`config.mk`:
```
export PLATFORM = sky130hd
export DESIGN_NAME = led_ws2812_tx
export DESIGN_NICKNAME = d
export VERILOG_FILES = /design/src/rtl/led_pkg.sv /design/src/rtl/led_ws2812_tx_bit_timer.sv /design/src/rtl/led_ws2812_tx.sv
export SDC_FILE = /design/constraint.sdc
export NUM_CORES = 1
export LEC_CHECK = 0
export CAP_MARGIN = 20
export CORE_AREA = 2 2 120 122
export CTS_BUF_LIST = sky130_fd_sc_hd__clkbuf_4
export DETAILED_ROUTE_END_ITERATION = 10
export DIE_AREA = 0 0 122 124
export SYNTH_ARGS = -nofsm -noshare
export SYNTH_HDL_FRONTEND = slang
export SYNTH_HIERARCHICAL = 1
export SYNTH_SLANG_ARGS = --single-unit
```
`constraint.sdc`:
```
create_clock -name clk -period 2.75 [get_ports clk]
set_clock_uncertainty 0.2 [all_clocks]
set_input_delay 0.275 -clock clk [delete_from_list [all_inputs] [get_ports clk]]
set_output_delay 0.275 -clock clk [all_outputs]
set_load 0.02 [all_outputs]
```
`src/rtl/led_pkg.sv`:
```
// Shared types and default timing for the WS2812 LED transmitter.
// Optional macro LED_GRB_REORDER_EN selects {G,R,B} transmit order.
package led_pkg;

  typedef enum logic [1:0] {
    ST_IDLE  = 2'd0,
    ST_FETCH = 2'd1,
    ST_SEND  = 2'd2,
    ST_LATCH = 2'd3
  } led_state_e;

  localparam int LED_DATA_W       = 24;
  localparam int LED_NUM_DEF      = 128;
  localparam int LED_BIT_CYC_DEF  = 63;    // 1.25 us at 50 MHz
  localparam int LED_T0H_CYC_DEF  = 20;
  localparam int LED_T1H_CYC_DEF  = 40;
  localparam int LED_RST_CYC_DEF  = 14000;
  localparam int LED_UNDERRUN_DEF = 100;

  function automatic logic [23:0] grb_reorder(input logic [23:0] d);
    return {d[15:8], d[23:16], d[7:0]};
  endfunction

endpackage

```
`src/rtl/led_ws2812_tx_bit_timer.sv`:
```
// Phase counter for one WS2812 bit period; produces the line level and end-of-bit strobe.
module led_bit_timer #(
  parameter int BIT_CYC = led_pkg::LED_BIT_CYC_DEF,
  parameter int T0H_CYC = led_pkg::LED_T0H_CYC_DEF,
  parameter int T1H_CYC = led_pkg::LED_T1H_CYC_DEF
) (
  input  logic clk,
  input  logic rst_n,
  input  logic start,
  input  logic run,
  input  logic bit_val,
  output logic line,
  output logic bit_end
);

  localparam int PW = $clog2(BIT_CYC) + 1;
  localparam logic [PW-1:0] PH_LAST = PW'(BIT_CYC - 1);
  localparam logic [PW-1:0] T0H     = PW'(T0H_CYC);
  localparam logic [PW-1:0] T1H     = PW'(T1H_CYC);

  logic [PW-1:0] phase_q;
  logic [PW-1:0] phase_d;

  // Next phase: restart on a new word, wrap at the end of every bit, park at zero otherwise.
  always_comb begin
    phase_d = phase_q;
    if (start) begin
      phase_d = '0;
    end else if (run) begin
      if (phase_q == PH_LAST) begin
        phase_d = '0;
      end else begin
        phase_d = phase_q + PW'(1);
      end
    end else begin
      phase_d = '0;
    end
  end

  // Phase register.
  always_ff @(posedge clk or negedge rst_n) begin
    if (!rst_n) begin
      phase_q <= '0;
    end else begin
      phase_q <= phase_d;
    end
  end

  // Line level and bit-end strobe from the current phase.
  always_comb begin
    bit_end = run && (phase_q == PH_LAST);
    line    = run && (phase_q < (bit_val ? T1H : T0H));
  end

endmodule

```
`src/rtl/led_ws2812_tx.sv`:
```
// WS2812 serialiser: pops colour words from the LED FIFO and drives the strip data pin.
// Build option LED_GRB_REORDER_EN transmits each word as {G,R,B} (DATA_W must be 24).
module led_ws2812_tx
  import led_pkg::*;
#(
  parameter int DATA_W       = LED_DATA_W,
  parameter int LED_NUM      = LED_NUM_DEF,
  parameter int BIT_CYC      = LED_BIT_CYC_DEF,
  parameter int T0H_CYC      = LED_T0H_CYC_DEF,
  parameter int T1H_CYC      = LED_T1H_CYC_DEF,
  parameter int RST_CYC      = LED_RST_CYC_DEF,
  parameter int UNDERRUN_CYC = LED_UNDERRUN_DEF
) (
  input  logic              clk,
  input  logic              rst_n,
  input  logic              frame_start,
  input  logic              fifo_rd_vld,
  input  logic [DATA_W-1:0] fifo_rd_data,
  output logic              fifo_rd_en,
  output logic              led_dout,
  output logic              busy,
  output logic              frame_done,
  output logic              underrun
);

  localparam int LW = $clog2(LED_NUM) + 1;
  localparam int BW = $clog2(DATA_W) + 1;
  localparam int WW = $clog2(UNDERRUN_CYC) + 1;
  localparam int RW = $clog2(RST_CYC) + 1;

  localparam logic [LW-1:0] LED_LAST   = LW'(LED_NUM - 1);
  localparam logic [BW-1:0] BIT_FIRST  = BW'(DATA_W - 1);
  localparam logic [WW-1:0] WAIT_LAST  = WW'(UNDERRUN_CYC - 1);
  localparam logic [RW-1:0] LATCH_LAST = RW'(RST_CYC - 1);

  led_state_e        state_q, state_d;
  logic [DATA_W-1:0] shreg_q, shreg_d;
  logic [BW-1:0]     bit_cnt_q, bit_cnt_d;
  logic [LW-1:0]     led_cnt_q, led_cnt_d;
  logic [WW-1:0]     wait_cnt_q, wait_cnt_d;
  logic [RW-1:0]     latch_cnt_q, latch_cnt_d;
  logic              busy_q, busy_d;
  logic              frame_done_q, frame_done_d;
  logic              underrun_q, underrun_d;

  logic pop_s;
  logic line_s;
  logic bit_end_s;
  logic word_end_s;

  assign pop_s      = (state_q == ST_FETCH) && fifo_rd_vld;
  assign word_end_s = bit_end_s && (bit_cnt_q == '0);

  led_bit_timer #(
    .BIT_CYC (BIT_CYC),
    .T0H_CYC (T0H_CYC),
    .T1H_CYC (T1H_CYC)
  ) u_bit_timer (
    .clk     (clk),
    .rst_n   (rst_n),
    .start   (pop_s),
    .run     (state_q == ST_SEND),
    .bit_val (shreg_q[DATA_W-1]),
    .line    (line_s),
    .bit_end (bit_end_s)
  );

  // State register.
  always_ff @(posedge clk or negedge rst_n) begin
    if (!rst_n) begin
      state_q <= ST_IDLE;
    end else begin
      state_q <= state_d;
    end
  end

  // Next-state logic.
  always_comb begin
    state_d = state_q;
    case (state_q)
      ST_IDLE: begin
        if (frame_start) state_d = ST_FETCH;
        else             state_d = ST_IDLE;
      end
      ST_FETCH: begin
        if (fifo_rd_vld)                  state_d = ST_SEND;
        else if (wait_cnt_q == WAIT_LAST) state_d = ST_LATCH;
        else                              state_d = ST_FETCH;
      end
      ST_SEND: begin
        if (word_end_s) state_d = (led_cnt_q == LED_LAST) ? ST_LATCH : ST_FETCH;
        else            state_d = ST_SEND;
      end
      ST_LATCH: begin
        if (latch_cnt_q == LATCH_LAST) state_d = ST_IDLE;
        else                           state_d = ST_LATCH;
      end
      default: state_d = ST_IDLE;
    endcase
  end

  // Datapath next values: shift register, counters and status pulses.
  always_comb begin
    shreg_d      = shreg_q;
    bit_cnt_d    = bit_cnt_q;
    led_cnt_d    = led_cnt_q;
    wait_cnt_d   = wait_cnt_q;
    latch_cnt_d  = latch_cnt_q;
    busy_d       = busy_q;
    frame_done_d = 1'b0;
    underrun_d   = 1'b0;
    case (state_q)
      ST_IDLE: begin
        if (frame_start) begin
          busy_d     = 1'b1;
          led_cnt_d  = '0;
          wait_cnt_d = '0;
        end else begin
          busy_d = busy_q;
        end
      end
      ST_FETCH: begin
        if (fifo_rd_vld) begin
`ifdef LED_GRB_REORDER_EN
          shreg_d = grb_reorder(fifo_rd_data);
`else
          shreg_d = fifo_rd_data;
`endif
          bit_cnt_d = BIT_FIRST;
        end else if (wait_cnt_q == WAIT_LAST) begin
          // Abandon the rest of the frame; remaining zones keep their old colour.
          underrun_d  = 1'b1;
          latch_cnt_d = '0;
        end else begin
          wait_cnt_d = wait_cnt_q + WW'(1);
        end
      end
      ST_SEND: begin
        if (bit_end_s) begin
          shreg_d = {shreg_q[DATA_W-2:0], 1'b0};
          if (bit_cnt_q == '0) begin
            led_cnt_d   = led_cnt_q + LW'(1);
            wait_cnt_d  = '0;
            latch_cnt_d = '0;
          end else begin
            bit_cnt_d = bit_cnt_q - BW'(1);
          end
        end else begin
          shreg_d = shreg_q;
        end
      end
      ST_LATCH: begin
        if (latch_cnt_q == LATCH_LAST) begin
          frame_done_d = 1'b1;
          busy_d       = 1'b0;
        end else begin
          latch_cnt_d = latch_cnt_q + RW'(1);
        end
      end
      default: begin
        busy_d = 1'b0;
      end
    endcase
  end

  // Datapath registers.
  always_ff @(posedge clk or negedge rst_n) begin
    if (!rst_n) begin
      shreg_q      <= '0;
      bit_cnt_q    <= '0;
      led_cnt_q    <= '0;
      wait_cnt_q   <= '0;
      latch_cnt_q  <= '0;
      busy_q       <= 1'b0;
      frame_done_q <= 1'b0;
      underrun_q   <= 1'b0;
    end else begin
      shreg_q      <= shreg_d;
      bit_cnt_q    <= bit_cnt_d;
      led_cnt_q    <= led_cnt_d;
      wait_cnt_q   <= wait_cnt_d;
      latch_cnt_q  <= latch_cnt_d;
      busy_q       <= busy_d;
      frame_done_q <= frame_done_d;
      underrun_q   <= underrun_d;
    end
  end

  // Outputs; the line is forced low outside SEND so reset drops it at once.
  always_comb begin
    fifo_rd_en = pop_s;
    led_dout   = (state_q == ST_SEND) && line_s;
    busy       = busy_q;
    frame_done = frame_done_q;
    underrun   = underrun_q;
  end

endmodule

```
==> results.md <==
### Global routing
- initial antenna violation count: 0
- maximum number of pins on one net before global-route repair: 74
- number of global-route vias before repair: 3,088
- first-pass GRT wire length: 14,500 um
- global-route congestion overflow total: 0
- all-layer global routing usage: 12.0%

### Synth
- post-synth top area share: 46.4%
- syn_area_per_cell: 9.79 um2
- mapped cell area: 0.00393 mm2
- Distinct cells, synth: 63
- count of state elements after synthesis: 73
- count of yosys warnings during synthesis: 6
- most area-hungry cell type in the Yosys netlist: sky130_fd_sc_hd__dfrtp_1
- async set-reset flop share out of synthesis: 100%
- nets in the synthesized netlist: 439
- post-synthesis sequential area ratio: 46.4%
- most used flip-flop cell after synthesis: sky130_fd_sc_hd__dfrtp_1
- number of enable-type register cells in the synthesized netlist: 0
- main area contributors after synthesis: sky130_fd_sc_hd__dfrtp_1 46%, sky130_fd_sc_hd__mux2i_1 7.6%, sky130_fd_sc_hd__o21ai_0 4.8%, sky130_fd_sc_hd__nand2_1 4.2%, sky130_fd_sc_hd__ha_1 2.9%
- number of standard cells after synthesis: 402

### Layout
- area of combinational cells with multiple inputs: 0.00196 mm2
- final std cells w/o fill: 621
- Fill cells: 1,428
- layout-stage area growth over the synthesis result: 18.7%
- total area of sequential cells: 0.00183 mm2
- final core utilization: 34.0%
- layout cell share with drive strength beyond 1: 8.39%
- most frequent standard cell in the layout excluding fill and tap cells: sky130_fd_sc_hd__dfrtp_1
- Layout Nets: 473
- number of inserted diodes: 0
- highest-count cells in the layout ignoring fill and taps: 73 x sky130_fd_sc_hd__dfrtp_1, 44 x sky130_fd_sc_hd__nand2_1, 38 x sky130_fd_sc_hd__o21ai_0, 30 x sky130_fd_sc_hd__mux2i_1, 30 x sky130_fd_sc_hd__clkdlybuf4s50_1

### Drt
- WL/cell: 13.7 um
- Initial DRC Count: 154
- met2 WL: 3910 um
- highest metal layer with signal wires: met4
- number of iterations in the first detailed-routing pass: 4
- vias after detailed routing: 3,097
- count of nets left with antenna violations after detail routing: 0
- met1 WL: 4130 um
- final routed DRC violation total: 0
- Via-to-Cell Ratio: 4.99
- amount of wire on met3 after detailed routing: 314 um
- aggregate routed wire length: 8530 um

### Die
- boundary pin count: 33
- Die Width: 122 um
- effective utilization at floorplan: 28.7%
- Row Count: 43
- total die area: 0.0151 mm2
- Core Area: 0.0137 mm2
- Die Y-Extent: 124 um

### Placed design
- weighted congestion reported at the end of routability-driven placement: 0.810
- number of buffer cells added on primary ports: 32
- Post-Place Setup Slack: 0.133 ns
- Cell Count Post-Placement: 604
- estimated wirelength of the detail-placed design: 5850 um

### Clock tree
- CTS H-tree lvls: 3
- post-CTS repair timing setup buffer count: 0
- number of buffers created by CTS: 9
- clock insertion delay at the later pin of the skew report: 0.45 ns
- CTS Sinks: 73
- CTS tree: built
- clock buffer depth: 2
- root buf cell: sky130_fd_sc_hd__clkbuf_4
- CTS clk-pin slew, worst paths: 0.13 ns

### Setup path
- Critical Path RT: 2.28 ns
- Critical Path Max Stage Delay: 0.63 ns
- timing startpoint of the critical path: state_q[1]
- crit path cell chain: buf_4, nand3b_1, inv_4, clkdlybuf4s50_1
- category of the most critical setup path: reg2out
- startpoint types: flop
- cell type of the slowest stage on the worst timing path: sky130_fd_sc_hd__clkdlybuf4s50_1
- total stage count of the critical path: 4
- critical register-to-register path endpoint: bit_cnt_q[5]
- worst-case reg-to-reg path depth: 8
- endpoint type of the worst setup path: primary output
- CP delay by family, top: buffers and inverters
- data arrival time at the worst-slack endpoint: 2.11 ns
- setup slack, reg-to-reg: 0.31 ns
- count of buffer and inverter cells on the critical path: 3
- origin of the critical flop-to-flop path: u_bit_timer/phase_q[0]
- highest net fanout along the worst path: 14

### Timing
- final critical-path setup slack: 0.170 ns
- Worst slew margin: 59.2%
- worst-margin pin slew: 0.604 ns
- Highest Clock Rate: 0.388 GHz
- final hold violation count: 0
- setup repair after global routing missed its margin: false
- sum of negative setup slack: 0 ns
- share of the cycle needed by the critical path after routing: 93.8%
- count of final max-slew check failures: 0
- Final setup violation count: 0
- Period minus WS final: 2.58 ns

### Flow run
- max-capacitance violation count: 0

### Power
- maximum vdd drop: 0.342 mV
- total power consumption of the routed design: 3670 uW
- P per Cell Area: 786 mW/mm2
- static leakage power: 0.00194 uW

### Min path
- Hold/Removal Path Class: in2async

### Status
- status: finished clean

[metrics by stage]
step / hold WS [ns] / instance area [um2]
6_report: 0.147 / 4670
5_1_grt: 0.204 / 4670
4_1_cts: 0.166 / 4660
3_5_place_dp: 0.147 / 4490
3_3_place_gp: 0.148 / 4490
2_1_floorplan: -0.221 / 3940
[state kept, by name (all words and copies together), names as in the netlist]
register	cells
u_bit_timer/phase_q	7
latch_cnt_q	15
led_cnt_q	8
state_q	2
underrun	1
shreg_q	24
busy	1
bit_cnt_q	6
frame_done	1
wait_cnt_q	8
[worst max path at each step]
stage	to	slack (ns)
final	fifo_rd_en	0.17
after global routing	led_dout	0.009
after CTS	fifo_rd_en	0.03
after detailed placement	bit_cnt_q[5]	0.13
after global placement	bit_cnt_q[5]	0.24
after floorplan	bit_cnt_q[5]	0.05
[tightest hold or removal path, cell delays in order]
cell and delay, ns:
sky130_fd_sc_hd__dlygate4sd3_1 0.52, sky130_fd_sc_hd__buf_2 0.12, sky130_fd_sc_hd__buf_12 0.30
[routing by layer]
metal  up-vias  GRT usage [%]
met5         -              0
met4         0           6.11
met3        12           2.79
met2        56           18.9
met1      1475           15.6
li1       1554              -
[power by group]
part	leakage (uW)	switching (uW)	internal [uW]
clock network	0.0000777	411	373
registers	0.000946	251	1350
logic	0.000915	744	548
total	0.00194	1410	2270
[cell families after synthesis]
| kind of cell | count (synthesis) | share of synthesized area, % |
|---|---|---|
| AO/OA/AOI/OAI | 101 | 16.8 |
| XOR/XNOR | 10 | 2.23 |
| adder cells (fa/ha/maj) | 9 | 2.86 |
| buffers and inverters | 38 | 4.04 |
| flip-flops | 73 | 46.4 |
| multiplexers | 30 | 7.63 |
| AND/OR/NAND/NOR | 141 | 20.0 |
[cell type report]
type / instances / share of cell area, %
multi-input cells: 291 / 42.0
clock buffers: 10 / 1.61
flip-flops and latches: 73 / 39.1
inverters: 18 / 1.50
clock inverters: 6 / 1.77
well taps: 180 / 4.82
repair buffers: 43 / 9.16
[synthesized netlist by cell type (2+ instances only)]
cell type                   instances
sky130_fd_sc_hd__a31oi_1           10
sky130_fd_sc_hd__nand2b_1           4
sky130_fd_sc_hd__o41ai_1            2
sky130_fd_sc_hd__mux2i_1           30
sky130_fd_sc_hd__o31a_1             3
sky130_fd_sc_hd__inv_1             18
sky130_fd_sc_hd__o31ai_1            2
sky130_fd_sc_hd__o2bb2ai_1          2
sky130_fd_sc_hd__clkbuf_1          12
sky130_fd_sc_hd__a22o_1             8
sky130_fd_sc_hd__nand3b_1           4
sky130_fd_sc_hd__and2_1             2
sky130_fd_sc_hd__o311ai_0           2
sky130_fd_sc_hd__a211o_1            2
sky130_fd_sc_hd__xor2_1             3
sky130_fd_sc_hd__and4_1             2
sky130_fd_sc_hd__nor4_1             5
sky130_fd_sc_hd__nor3_1             7
sky130_fd_sc_hd__nor4bb_1           2
sky130_fd_sc_hd__nor2b_1            3
sky130_fd_sc_hd__or4_1              5
sky130_fd_sc_hd__nand4b_1           3
sky130_fd_sc_hd__buf_2              3
sky130_fd_sc_hd__a21oi_1           13
sky130_fd_sc_hd__buf_1              2
sky130_fd_sc_hd__or3_1              6
sky130_fd_sc_hd__nand2_1           44
sky130_fd_sc_hd__o21a_1             3
sky130_fd_sc_hd__nand4_1           12
sky130_fd_sc_hd__o211ai_1           2
sky130_fd_sc_hd__nor2_1            18
sky130_fd_sc_hd__dfrtp_1           73
sky130_fd_sc_hd__nand3_1           10
sky130_fd_sc_hd__and3_1             2
sky130_fd_sc_hd__xnor2_1            7
sky130_fd_sc_hd__ha_1               9
sky130_fd_sc_hd__o221ai_1           3
sky130_fd_sc_hd__nor3b_1            2
sky130_fd_sc_hd__o21ai_0           38
[repair_timing]
action,CTS,global route
hold buffers,1,0
endpoints found under the hold margin,73,0
gates resized for setup,2,3
endpoints found under the setup margin,2,2
pin swaps,0,0
Power figures use the tool's default switching activity.
